--- src/rtl/lsu_misalign_seq_pkg.sv ---
// Shared types and helpers for the LSU misaligned-access sequencer.
package lsu_misalign_seq_pkg;

    typedef enum logic [1:0] {
        LSU_W = 2'b00,
        LSU_H = 2'b01,
        LSU_B = 2'b10
    } lsu_type_e;

    typedef logic [2:0] lsu_seq_state_e;

    localparam lsu_seq_state_e S_IDLE            = 3'd0;
    localparam lsu_seq_state_e S_WAIT_GNT_MIS    = 3'd1;
    localparam lsu_seq_state_e S_WAIT_RVALID_MIS = 3'd2;
    localparam lsu_seq_state_e S_WAIT_GNT        = 3'd3;
    localparam lsu_seq_state_e S_WAIT_RVALID     = 3'd4;

    // An access needs two bus beats when it crosses a word boundary.
    function automatic logic is_misaligned(input logic [1:0] t, input logic [1:0] off);
        return ((t == LSU_W) && (off != 2'b00)) || ((t == LSU_H) && (off == 2'b11));
    endfunction

    function automatic logic [3:0] be_first(input logic [1:0] t, input logic [1:0] off);
        case (t)
            LSU_W:   return 4'hF << off;
            LSU_H:   return (off == 2'b11) ? 4'b1000 : (4'b0011 << off);
            LSU_B:   return 4'b0001 << off;
            default: return 4'hF;
        endcase
    endfunction

    function automatic logic [3:0] be_second(input logic [1:0] t, input logic [1:0] off);
        if (t == LSU_W) return 4'hF >> (3'd4 - {1'b0, off});
        return 4'b0001;
    endfunction

    function automatic logic [31:0] rotl_bytes(input logic [31:0] w, input logic [1:0] off);
        return 32'(({w, w} << {off, 3'b000}) >> 32);
    endfunction

endpackage

--- src/rtl/lsu_misalign_seq_rdata_align.sv ---
// Load data alignment across one or two bus words, followed by half/byte extension.
module lsu_rdata_align
    import lsu_misalign_seq_pkg::*;
(
    input  logic [31:0] rdata_i,
    input  logic [31:0] rdata_lo_i,
    input  logic [1:0]  off_i,
    input  logic        split_i,
    input  logic [1:0]  type_i,
    input  logic        sign_ext_i,
    output logic [31:0] rdata_o
);

    logic [31:0] hi;
    logic [31:0] lo;
    logic [31:0] sh;

    assign hi = split_i ? rdata_i : 32'h0;
    assign lo = split_i ? rdata_lo_i : rdata_i;
    assign sh = 32'({hi, lo} >> {off_i, 3'b000});

    always_comb begin
        rdata_o = sh;
        case (type_i)
            LSU_H:   rdata_o = {{16{sign_ext_i & sh[15]}}, sh[15:0]};
            LSU_B:   rdata_o = {{24{sign_ext_i & sh[7]}}, sh[7:0]};
            default: rdata_o = sh;
        endcase
    end

endmodule

--- src/rtl/lsu_misalign_seq.sv ---
// Sequences EX loads/stores onto the data bus, splitting word-crossing accesses into two beats.
module lsu_misalign_seq
    import lsu_misalign_seq_pkg::*;
#(
    parameter int unsigned RvalidTimeout = 0
) (
    input  logic        clk_i,
    input  logic        rst_i,
    input  logic        lsu_req_i,
    input  logic        lsu_we_i,
    input  logic [1:0]  lsu_type_i,
    input  logic        lsu_sign_ext_i,
    input  logic [31:0] lsu_wdata_i,
    input  logic [31:0] adder_result_ex_i,
    output logic        data_req_o,
    input  logic        data_gnt_i,
    output logic [31:0] data_addr_o,
    output logic        data_we_o,
    output logic [3:0]  data_be_o,
    output logic [31:0] data_wdata_o,
    input  logic        data_rvalid_i,
    input  logic        data_err_i,
    input  logic [31:0] data_rdata_i,
    output logic        addr_incr_req_o,
    output logic [31:0] addr_last_o,
    output logic        lsu_busy_o,
    output logic        lsu_done_o,
    output logic        lsu_err_o,
    output logic [31:0] lsu_rdata_o
);

    localparam int unsigned CntW = (RvalidTimeout > 1) ? $clog2(RvalidTimeout) : 1;
    localparam logic [CntW-1:0] TmoLast = CntW'((RvalidTimeout == 0) ? 0 : RvalidTimeout - 1);

    lsu_seq_state_e state_q, state_d;
    logic [31:0]    addr_q, addr_last_q, wdata_q, rdata_lo_q;
    logic [3:0]     be_q;
    logic           we_q, mis_q;
    logic [CntW-1:0] cnt_q, cnt_d;

    logic        req, capture, first, mis_c, incr, done, err, tmo, we_c;
    logic [31:0] addr_c, wdata_c, rdata_aligned;
    logic [3:0]  be_c;

    assign tmo = (RvalidTimeout != 0) && (cnt_q == TmoLast);

    // Next state, bus request generation and completion.
    always_comb begin
        state_d = state_q;
        req     = 1'b0;
        addr_c  = addr_q;
        be_c    = be_q;
        we_c    = we_q;
        wdata_c = wdata_q;
        capture = 1'b0;
        first   = 1'b0;
        mis_c   = 1'b0;
        incr    = 1'b0;
        done    = 1'b0;
        err     = 1'b0;
        case (state_q)
            S_IDLE: begin
                if (lsu_req_i) begin
                    req     = 1'b1;
                    addr_c  = {adder_result_ex_i[31:2], 2'b00};
                    be_c    = be_first(lsu_type_i, adder_result_ex_i[1:0]);
                    we_c    = lsu_we_i;
                    wdata_c = rotl_bytes(lsu_wdata_i, adder_result_ex_i[1:0]);
                    capture = 1'b1;
                    first   = 1'b1;
                    mis_c   = is_misaligned(lsu_type_i, adder_result_ex_i[1:0]);
                    if (data_gnt_i) state_d = mis_c ? S_WAIT_RVALID_MIS : S_WAIT_RVALID;
                    else            state_d = mis_c ? S_WAIT_GNT_MIS : S_WAIT_GNT;
                end
            end
            S_WAIT_GNT_MIS: begin
                req = 1'b1;
                if (data_gnt_i) state_d = S_WAIT_RVALID_MIS;
            end
            S_WAIT_RVALID_MIS: begin
                incr = 1'b1;
                if (data_rvalid_i) begin
                    if (data_err_i) begin
                        done    = 1'b1;
                        err     = 1'b1;
                        state_d = S_IDLE;
                    end else begin
                        // ALU now presents addr_last+4, so the second beat issues immediately.
                        req     = 1'b1;
                        addr_c  = {adder_result_ex_i[31:2], 2'b00};
                        be_c    = be_second(lsu_type_i, addr_last_q[1:0]);
                        we_c    = lsu_we_i;
                        wdata_c = rotl_bytes(lsu_wdata_i, addr_last_q[1:0]);
                        capture = 1'b1;
                        state_d = data_gnt_i ? S_WAIT_RVALID : S_WAIT_GNT;
                    end
                end else if (tmo) begin
                    done    = 1'b1;
                    err     = 1'b1;
                    state_d = S_IDLE;
                end
            end
            S_WAIT_GNT: begin
                req = 1'b1;
                if (data_gnt_i) state_d = S_WAIT_RVALID;
            end
            S_WAIT_RVALID: begin
                if (data_rvalid_i) begin
                    done    = 1'b1;
                    err     = data_err_i;
                    state_d = S_IDLE;
                end else if (tmo) begin
                    done    = 1'b1;
                    err     = 1'b1;
                    state_d = S_IDLE;
                end
            end
            default: state_d = S_IDLE;
        endcase
    end

    always_comb begin
        cnt_d = cnt_q;
        if (req && data_gnt_i) begin
            cnt_d = '0;
        end else if ((state_q == S_WAIT_RVALID_MIS) || (state_q == S_WAIT_RVALID)) begin
            cnt_d = cnt_q + CntW'(1);
        end
    end

    always_ff @(posedge clk_i) begin
        if (rst_i) begin
            state_q     <= S_IDLE;
            cnt_q       <= '0;
            addr_q      <= '0;
            addr_last_q <= '0;
            be_q        <= '0;
            we_q        <= 1'b0;
            wdata_q     <= '0;
            rdata_lo_q  <= '0;
            mis_q       <= 1'b0;
        end else begin
            state_q <= state_d;
            cnt_q   <= cnt_d;
            if (capture) begin
                addr_q  <= addr_c;
                be_q    <= be_c;
                we_q    <= we_c;
                wdata_q <= wdata_c;
            end
            if (first) begin
                addr_last_q <= adder_result_ex_i;
                mis_q       <= mis_c;
            end
            if ((state_q == S_WAIT_RVALID_MIS) && data_rvalid_i) begin
                rdata_lo_q <= data_rdata_i;
            end
        end
    end

    lsu_rdata_align u_rdata_align (
        .rdata_i    (data_rdata_i),
        .rdata_lo_i (rdata_lo_q),
        .off_i      (addr_last_q[1:0]),
        .split_i    (mis_q),
        .type_i     (lsu_type_i),
        .sign_ext_i (lsu_sign_ext_i),
        .rdata_o    (rdata_aligned)
    );

    // Bus fields are zero whenever no request is presented.
    assign data_req_o      = req;
    assign data_addr_o     = req ? addr_c : 32'h0;
    assign data_be_o       = req ? be_c : 4'h0;
    assign data_we_o       = req & we_c;
    assign data_wdata_o    = req ? wdata_c : 32'h0;
    assign addr_incr_req_o = incr;
    assign addr_last_o     = addr_last_q;
    assign lsu_busy_o      = (state_q != S_IDLE);
    assign lsu_done_o      = done;
    assign lsu_err_o       = err;
    assign lsu_rdata_o     = (done && !we_q) ? rdata_aligned : 32'h0;

endmodule

--- config.mk ---
export PLATFORM = sky130hd
export DESIGN_NAME = lsu_misalign_seq
export DESIGN_NICKNAME = d
export VERILOG_FILES = /design/src/rtl/lsu_misalign_seq_pkg.sv /design/src/rtl/lsu_misalign_seq_rdata_align.sv /design/src/rtl/lsu_misalign_seq.sv
export SDC_FILE = /design/constraint.sdc
export NUM_CORES = 1
export LEC_CHECK = 0
export CORE_ASPECT_RATIO = 2
export CORE_MARGIN = 2
export CORE_UTILIZATION = 51
export CTS_BUF_LIST = sky130_fd_sc_hd__clkbuf_8
export DETAILED_ROUTE_END_ITERATION = 10
export PLACE_DENSITY = 0.85
export SKIP_CTS_REPAIR_TIMING = 1
export SYNTH_ARGS = -nofsm -noshare
export SYNTH_HDL_FRONTEND = slang
export SYNTH_HIERARCHICAL = 1
export SYNTH_SLANG_ARGS = --single-unit
--- constraint.sdc ---
create_clock -name clk_i -period 3.4 [get_ports clk_i]
set_clock_uncertainty 0.15 [all_clocks]
set_input_delay 0.51 -clock clk_i [delete_from_list [all_inputs] [get_ports clk_i]]
set_output_delay 0.51 -clock clk_i [all_outputs]
set_load 0.03 [all_outputs]
==> flow_metrics.tcl, run 1 <==
set metrics [dict create \
    grtUsageMet1 0.291 \
    clk_pin_slew_worst_paths_ns 0.08 \
    drt-initial-drc-count 419 \
    ys_seq_elements 137 \
    clk_path_buf_depth 2 \
    cap_viol_max_count 0 \
    p_per_area_nw_per_um2 596 \
    fin_hold_ws_ns 0.305 \
    synth_warnings 6 \
    die_h_microns 195 \
    drive_gt1_frac 0.236 \
    syn_nets 1101 \
    cts_max_level 4 \
    portBuffers 243 \
    syn_to_final_growth_pct 32.7 \
    cts_sinks 137 \
    num_vias 8640 \
    synth_area_leaders "dfxtp_1 (30%), mux4_2 (21%), mux2i_1 (8.2%)" \
    yosysUniqueCellTypes 66 \
    root_buffer "clkbuf_8" \
    status "complete, no violations" \
    stdcell_area_sq_um 12300 \
    synth.top_cells.by_count "nor2_1 (156), dfxtp_1 (137), nand2_1 (137), mux4_2 (85), a21oi_1 (82)" \
    synth_cells 989 \
    synth_compound_area_frac 0.137 \
    critPathSlowestCell "clkdlybuf4s50_1" \
    grt_pass1_wl_microns 43400 \
    crit_type "in -> out" \
    nNetsFinal 1321 \
    viasPerCell 6.02 \
    cts_tree "yes" \
    gp_congestion 0.928 \
    start_util 0.521 \
    drt-total-wl_microns 27200 \
    gr-usage-met3 0.0421 \
    post-route-util 0.691 \
    crit_arrival_ns 2.65 \
    ys_seq_area_frac 0.296 \
    grt_max_degree 98 \
    pre_cts_slack_ns -0.0510 \
    grt-busiest-layer "met2" \
    critPathBufInv 3 \
    syn_avg_cell_area_sq_um 9.36 \
    synth_area_sq_um 9260 \
    io_pins 244 \
    grt_pass1_vias 8634 \
    path_cells "clkdlybuf4s50_1 > and3b_1 > o21ai_4 > buf_12 > mux2i_1 > nor2_1 > clkdlybuf4s50_1" \
    netlist.top_cell.by_area "dfxtp_1" \
    crit_path_start_kind "primary input" \
    crit_top_cell "clkdlybuf4s50_1" \
    grtUsageMet2 0.516 \
    slew_violations 0 \
    grt-ovfl-total 0 \
    synth_xor_area_frac 0 \
    p_leak_nw 4.98 \
    dpl_cell_area_sq_um 11800 \
    dr.pass1.iters 6 \
    relSlewSlack 0.534 \
    synth_top_area_share 0.296 \
    die_x_microns 99.3 \
    place_hpwl_microns 19900 \
    cp_top_family "buffers and inverters" \
    synthMuxAreaShare 0.312 \
    finalCriticalPeriod_ns 3.31 \
    synth_edf_count 0 \
    rows 69 \
    synth_ff_type "dfxtp_1" \
    synth_adder_area_share 0.00811 \
    clock_latency_ns 0.45 \
    slowest_delay_ns 0.61 \
    cp-end-kind "output pin" \
    grt_usage 0.280 \
    synth.most_common_cell "nor2_1" \
    crit_fanout 23 \
    final.fill_count 1366 \
    drc 0 \
    ir_worst_vdd_mv 0.364 \
    synthArstFlopShare 0 \
    setup_violations 0 \
    coreArea_sq_um 17800 \
    worst-endpoint-required_ns 2.74 \
    synth_top_family_by_area "multiplexers" \
    worst_slew_pin_slew_ns 0.699 \
    fp.dieArea_sq_um 19300 \
    fmax_mhz 302 \
    drt-wirelength-per-cell_microns 18.9 \
    setup_slack_ns 0.0881 \
    min_period_over_period 0.974 \
    numCtsBuffers 17 \
    hold_viol_final 0 \
    antenna_left 0 \
    hold_path_class "reg -> reg" \
    synth_simple_gate_area_share 0.189 \
    antenna_found_initial 1 \
    setup_tns_ns 0 \
]
state kept, by name (all words and copies together) (netlist names):
name	count
addr_last_o	32
wdata_q	32
we_q	1
be_q	4
mis_q	1
state_q	3
addr_q	32
rdata_lo_q	32
cells in the final DEF (no fill, tap or decap), types with 9 or more instances in the layout:
master             n
a21oi_1           82
mux4_2            85
clkdlybuf4s50_1  165
nand2_1          137
mux2i_1           76
inv_1             10
buf_12             9
buf_4            102
nor2_1           154
mux2_2            14
a221oi_1          12
a221oi_2          14
clkbuf_8          18
o211ai_2           9
and2_1            58
dfxtp_1          134
dlymetal6s2s_1    13
final cells by class:
class	instances	area, sq um	share of cell area
Tap cell	213	267	0.0217
Clock inverter	15	141	0.0115
Multi-Input combinational cell	749	6030	0.491
Antenna cell	1	2.50	0.000204
Sequential cell	137	2750	0.224
Inverter	10	37.5	0.00305
Timing Repair Buffer	294	2820	0.230
Clock buffer	17	234	0.0190
worst reg2reg max path: stages (launching register included):
cell and delay [ns]:
dfxtp_4 0.44, clkbuf_8 0.39, mux4_2 0.58, a222oi_1 0.36
buf_4 0.19, nor2_1 0.03
routing by layer:
metal  wire length [microns]  share of wire
met5                       0              0
met2                   14800           0.55
met1                    9390           0.35
met3                    1360          0.050
met4                    1620          0.059
path summary, 6_finish.rpt:
path                      to           start  slack [ns]  cells past startpoint
max          data_addr_o[21]      data_err_i        0.09                      7
max reg2reg      wdata_q[21]  addr_last_o[0]        1.15                      5
min reg2reg   addr_last_o[4]  addr_last_o[4]        0.31                      2
min           addr_last_o[4]  addr_last_o[4]        0.31                      2
power breakdown:
group	switching, W	leakage, nW	internal [W]
combinational	0.00229	3.67	0.00167
clock	0.000728	0.183	0.000593
sequential	0.000170	1.12	0.00188
logic make-up after synthesis:
group	after synthesis
buffers and inverters	103
adder cells (fa/ha/maj)	6
flip-flops	137
AND/OR/NAND/NOR	389
multiplexers	179
AO/OA/AOI/OAI	175
stage by stage:
| stage | cells | power, W |
|---|---|---|
| finish | 1436 | 0.00732 |
| global route | 1436 | 0.00771 |
| CTS | 1435 | 0.00733 |
| detailed placement | 1403 | 0.00600 |
| global placement | 1403 | 0.00593 |
| floorplan | 989 | 0.00460 |
Note: power is estimated with default switching activity, not from simulation.
==> run 2: changes to the inputs <==
Settings changed: CAP_MARGIN from default to 5.
==> results of run 2 <==
Final layout, timing and power as in run 1 (identical DEF).
==> run 3: changes to the inputs <==
Settings changed: CAP_MARGIN 5 to 20.
Clock period 3.4 ns to 3.2 ns, I/O delays scaled along.
==> run 3 against run 2 <==
  * The run now ends with negative setup slack left
  * Total power grew 11%
  * Combinational power grew 17%
  * Global-route usage grew 0.43 points
  * Hold slack lost 0.0021 ns
  * Register-to-register slack lost 0.32 ns
  * Sequential share of layout area shrank 1.2 points
  * Largest power group unchanged
==> flow_metrics.tcl, run 3 (synthesized netlist as in run 1, its figures left out) <==
set metrics [dict create \
    status "finished with violations" \
    violations "negative setup slack" \
    dpl_cell_area_sq_um 12000 \
    cap_viol_max_count 0 \
    crit_type "in -> out" \
    post-route-util 0.730 \
    drt-total-wl_microns 30200 \
    cts_max_level 4 \
    numCtsBuffers 17 \
    viasPerCell 6.12 \
    grtUsageMet1 0.309 \
    clk_path_buf_depth 2 \
    final.fill_count 1279 \
    layout_commonest_cell "buf_4" \
    cts_tree "yes" \
    grt-busiest-layer "met2" \
    slew_violations 0 \
    ir_worst_vdd_mv 0.457 \
    rsz0062_at_grt "true" \
    root_buffer "clkbuf_8" \
    gp_congestion 0.984 \
    clk_pin_slew_worst_paths_ns 0.08 \
    setup_violations 5 \
    p_total_w 0.00811 \
    crit_path_start_kind "primary input" \
    cts_sinks 137 \
    stdcell_area_sq_um 13000 \
    min_period_over_period 1.04 \
    gr-usage-met3 0.0378 \
    fp.dieArea_sq_um 19300 \
    relSlewSlack 0.601 \
    syn_to_final_growth_pct 40.2 \
    pre_cts_slack_ns -0.186 \
    io_pins 244 \
    clock_latency_ns 0.44 \
    antenna_found_initial 0 \
    worst_slew_pin_slew_ns 0.599 \
    rows 69 \
    hold_viol_final 0 \
    drt-initial-drc-count 480 \
    dr.pass1.iters 5 \
    place_hpwl_microns 20400 \
    layout_common_cells "buf_4 (156), nor2_1 (151), clkdlybuf4s50_1 (141), nand2_1 (137), dfxtp_1 (134)" \
    grt_usage 0.285 \
    grt-ovfl-total 0 \
    drc 0 \
    drt-wirelength-per-cell_microns 20.2 \
    die_h_microns 195 \
    antenna_left 0 \
    setup_slack_ns -0.137 \
    grtUsageMet2 0.522 \
    finalCriticalPeriod_ns 3.34 \
    nNetsFinal 1377 \
    grt_max_degree 67 \
    worst-endpoint-required_ns 2.57 \
    grt_pass1_vias 8646 \
    cp-end-kind "output pin" \
    drive_gt1_frac 0.290 \
    num_vias 9116 \
    portBuffers 243 \
    die_x_microns 99.3 \
    antennaDiodeCount 0 \
    crit_fanout 5 \
    coreArea_sq_um 17800 \
    p_leak_nw 5.46 \
    start_util 0.521 \
    crit_arrival_ns 2.71 \
    grt_pass1_wl_microns 44000 \
    hold_path_class "reg -> reg" \
    fmax_mhz 300 \
    p_per_area_nw_per_um2 625 \
]
==> run 3: cell count changes in the layout (fill, tap and decap cells not counted), moves of 2 or more <==
cell             previous run  this run
nor2_1                    154       151
buf_4                     102       156
buf_6                       1         7
a221oi_4                    0        11
dlymetal6s2s_1             13        21
clkbuf_16                   0         5
a221oi_1                   12         7
clkdlybuf4s50_1           165       141
a221oi_2                   14         8
inv_6                       5         3
buf_8                       0         2
buf_2                       2         4
nor2_2                      2         5
==> run 3: worst paths after layout <==
| path | slack, ns | end | depth (start not counted) | from |
|---|---|---|---|---|
| worst min register to register | 0.30 | rdata_lo_q[7] | 2 | rdata_lo_q[7] |
| worst max-delay path | -0.14 | lsu_rdata_o[9] | 7 | data_rdata_i[15] |
| worst min-delay path | 0.30 | rdata_lo_q[7] | 2 | rdata_lo_q[7] |
| worst max register to register | 0.83 | wdata_q[21] | 9 | addr_last_o[0] |
==> run 3: area by class of cell <==
class / instances / area (sq um) / area share
multi-input cells: 750 / 6220 / 0.479
repair buffers: 349 / 3360 / 0.259
flip-flops and latches: 137 / 2750 / 0.212
well taps: 213 / 267 / 0.0205
clock buffers: 18 / 248 / 0.0191
clock inverters: 13 / 95.1 / 0.00733
inverters: 10 / 37.5 / 0.00289
==> run 3: routing by layer <==
| layer | vias up | share of wire |
|---|---|---|
| met5 | - | 0 |
| met4 | 0 | 0.056 |
| met3 | 101 | 0.058 |
| met2 | 454 | 0.55 |
| met1 | 4412 | 0.34 |
| li1 | 4149 | - |
==> run 3: power breakdown <==
group | internal (W) | switching (W) | total [W]
combinational | 0.00201 | 0.00263 | 0.00464
clock | 0.000558 | 0.000718 | 0.00128
sequential | 0.00200 | 0.000193 | 0.00219
==> run 3: per-stage QoR <==
step	instances	setup TNS [ns]	hold WS, ns
floorplan	989	0	0.282
global placement	1427	-1.22	0.290
detailed placement	1427	-1.40	0.295
CTS	1458	-5.26	0.306
global route	1490	-1.77	0.332
finish	1490	-0.240	0.303
==> run 3: critical path, cell delays in order <==
cell and delay [ns]:
clkdlybuf4s50_1 0.42, mux2_1 0.30, mux4_2 0.55, nand3_4 0.16
o21ai_1 0.07, and2_1 0.15, clkdlybuf4s50_1 0.58
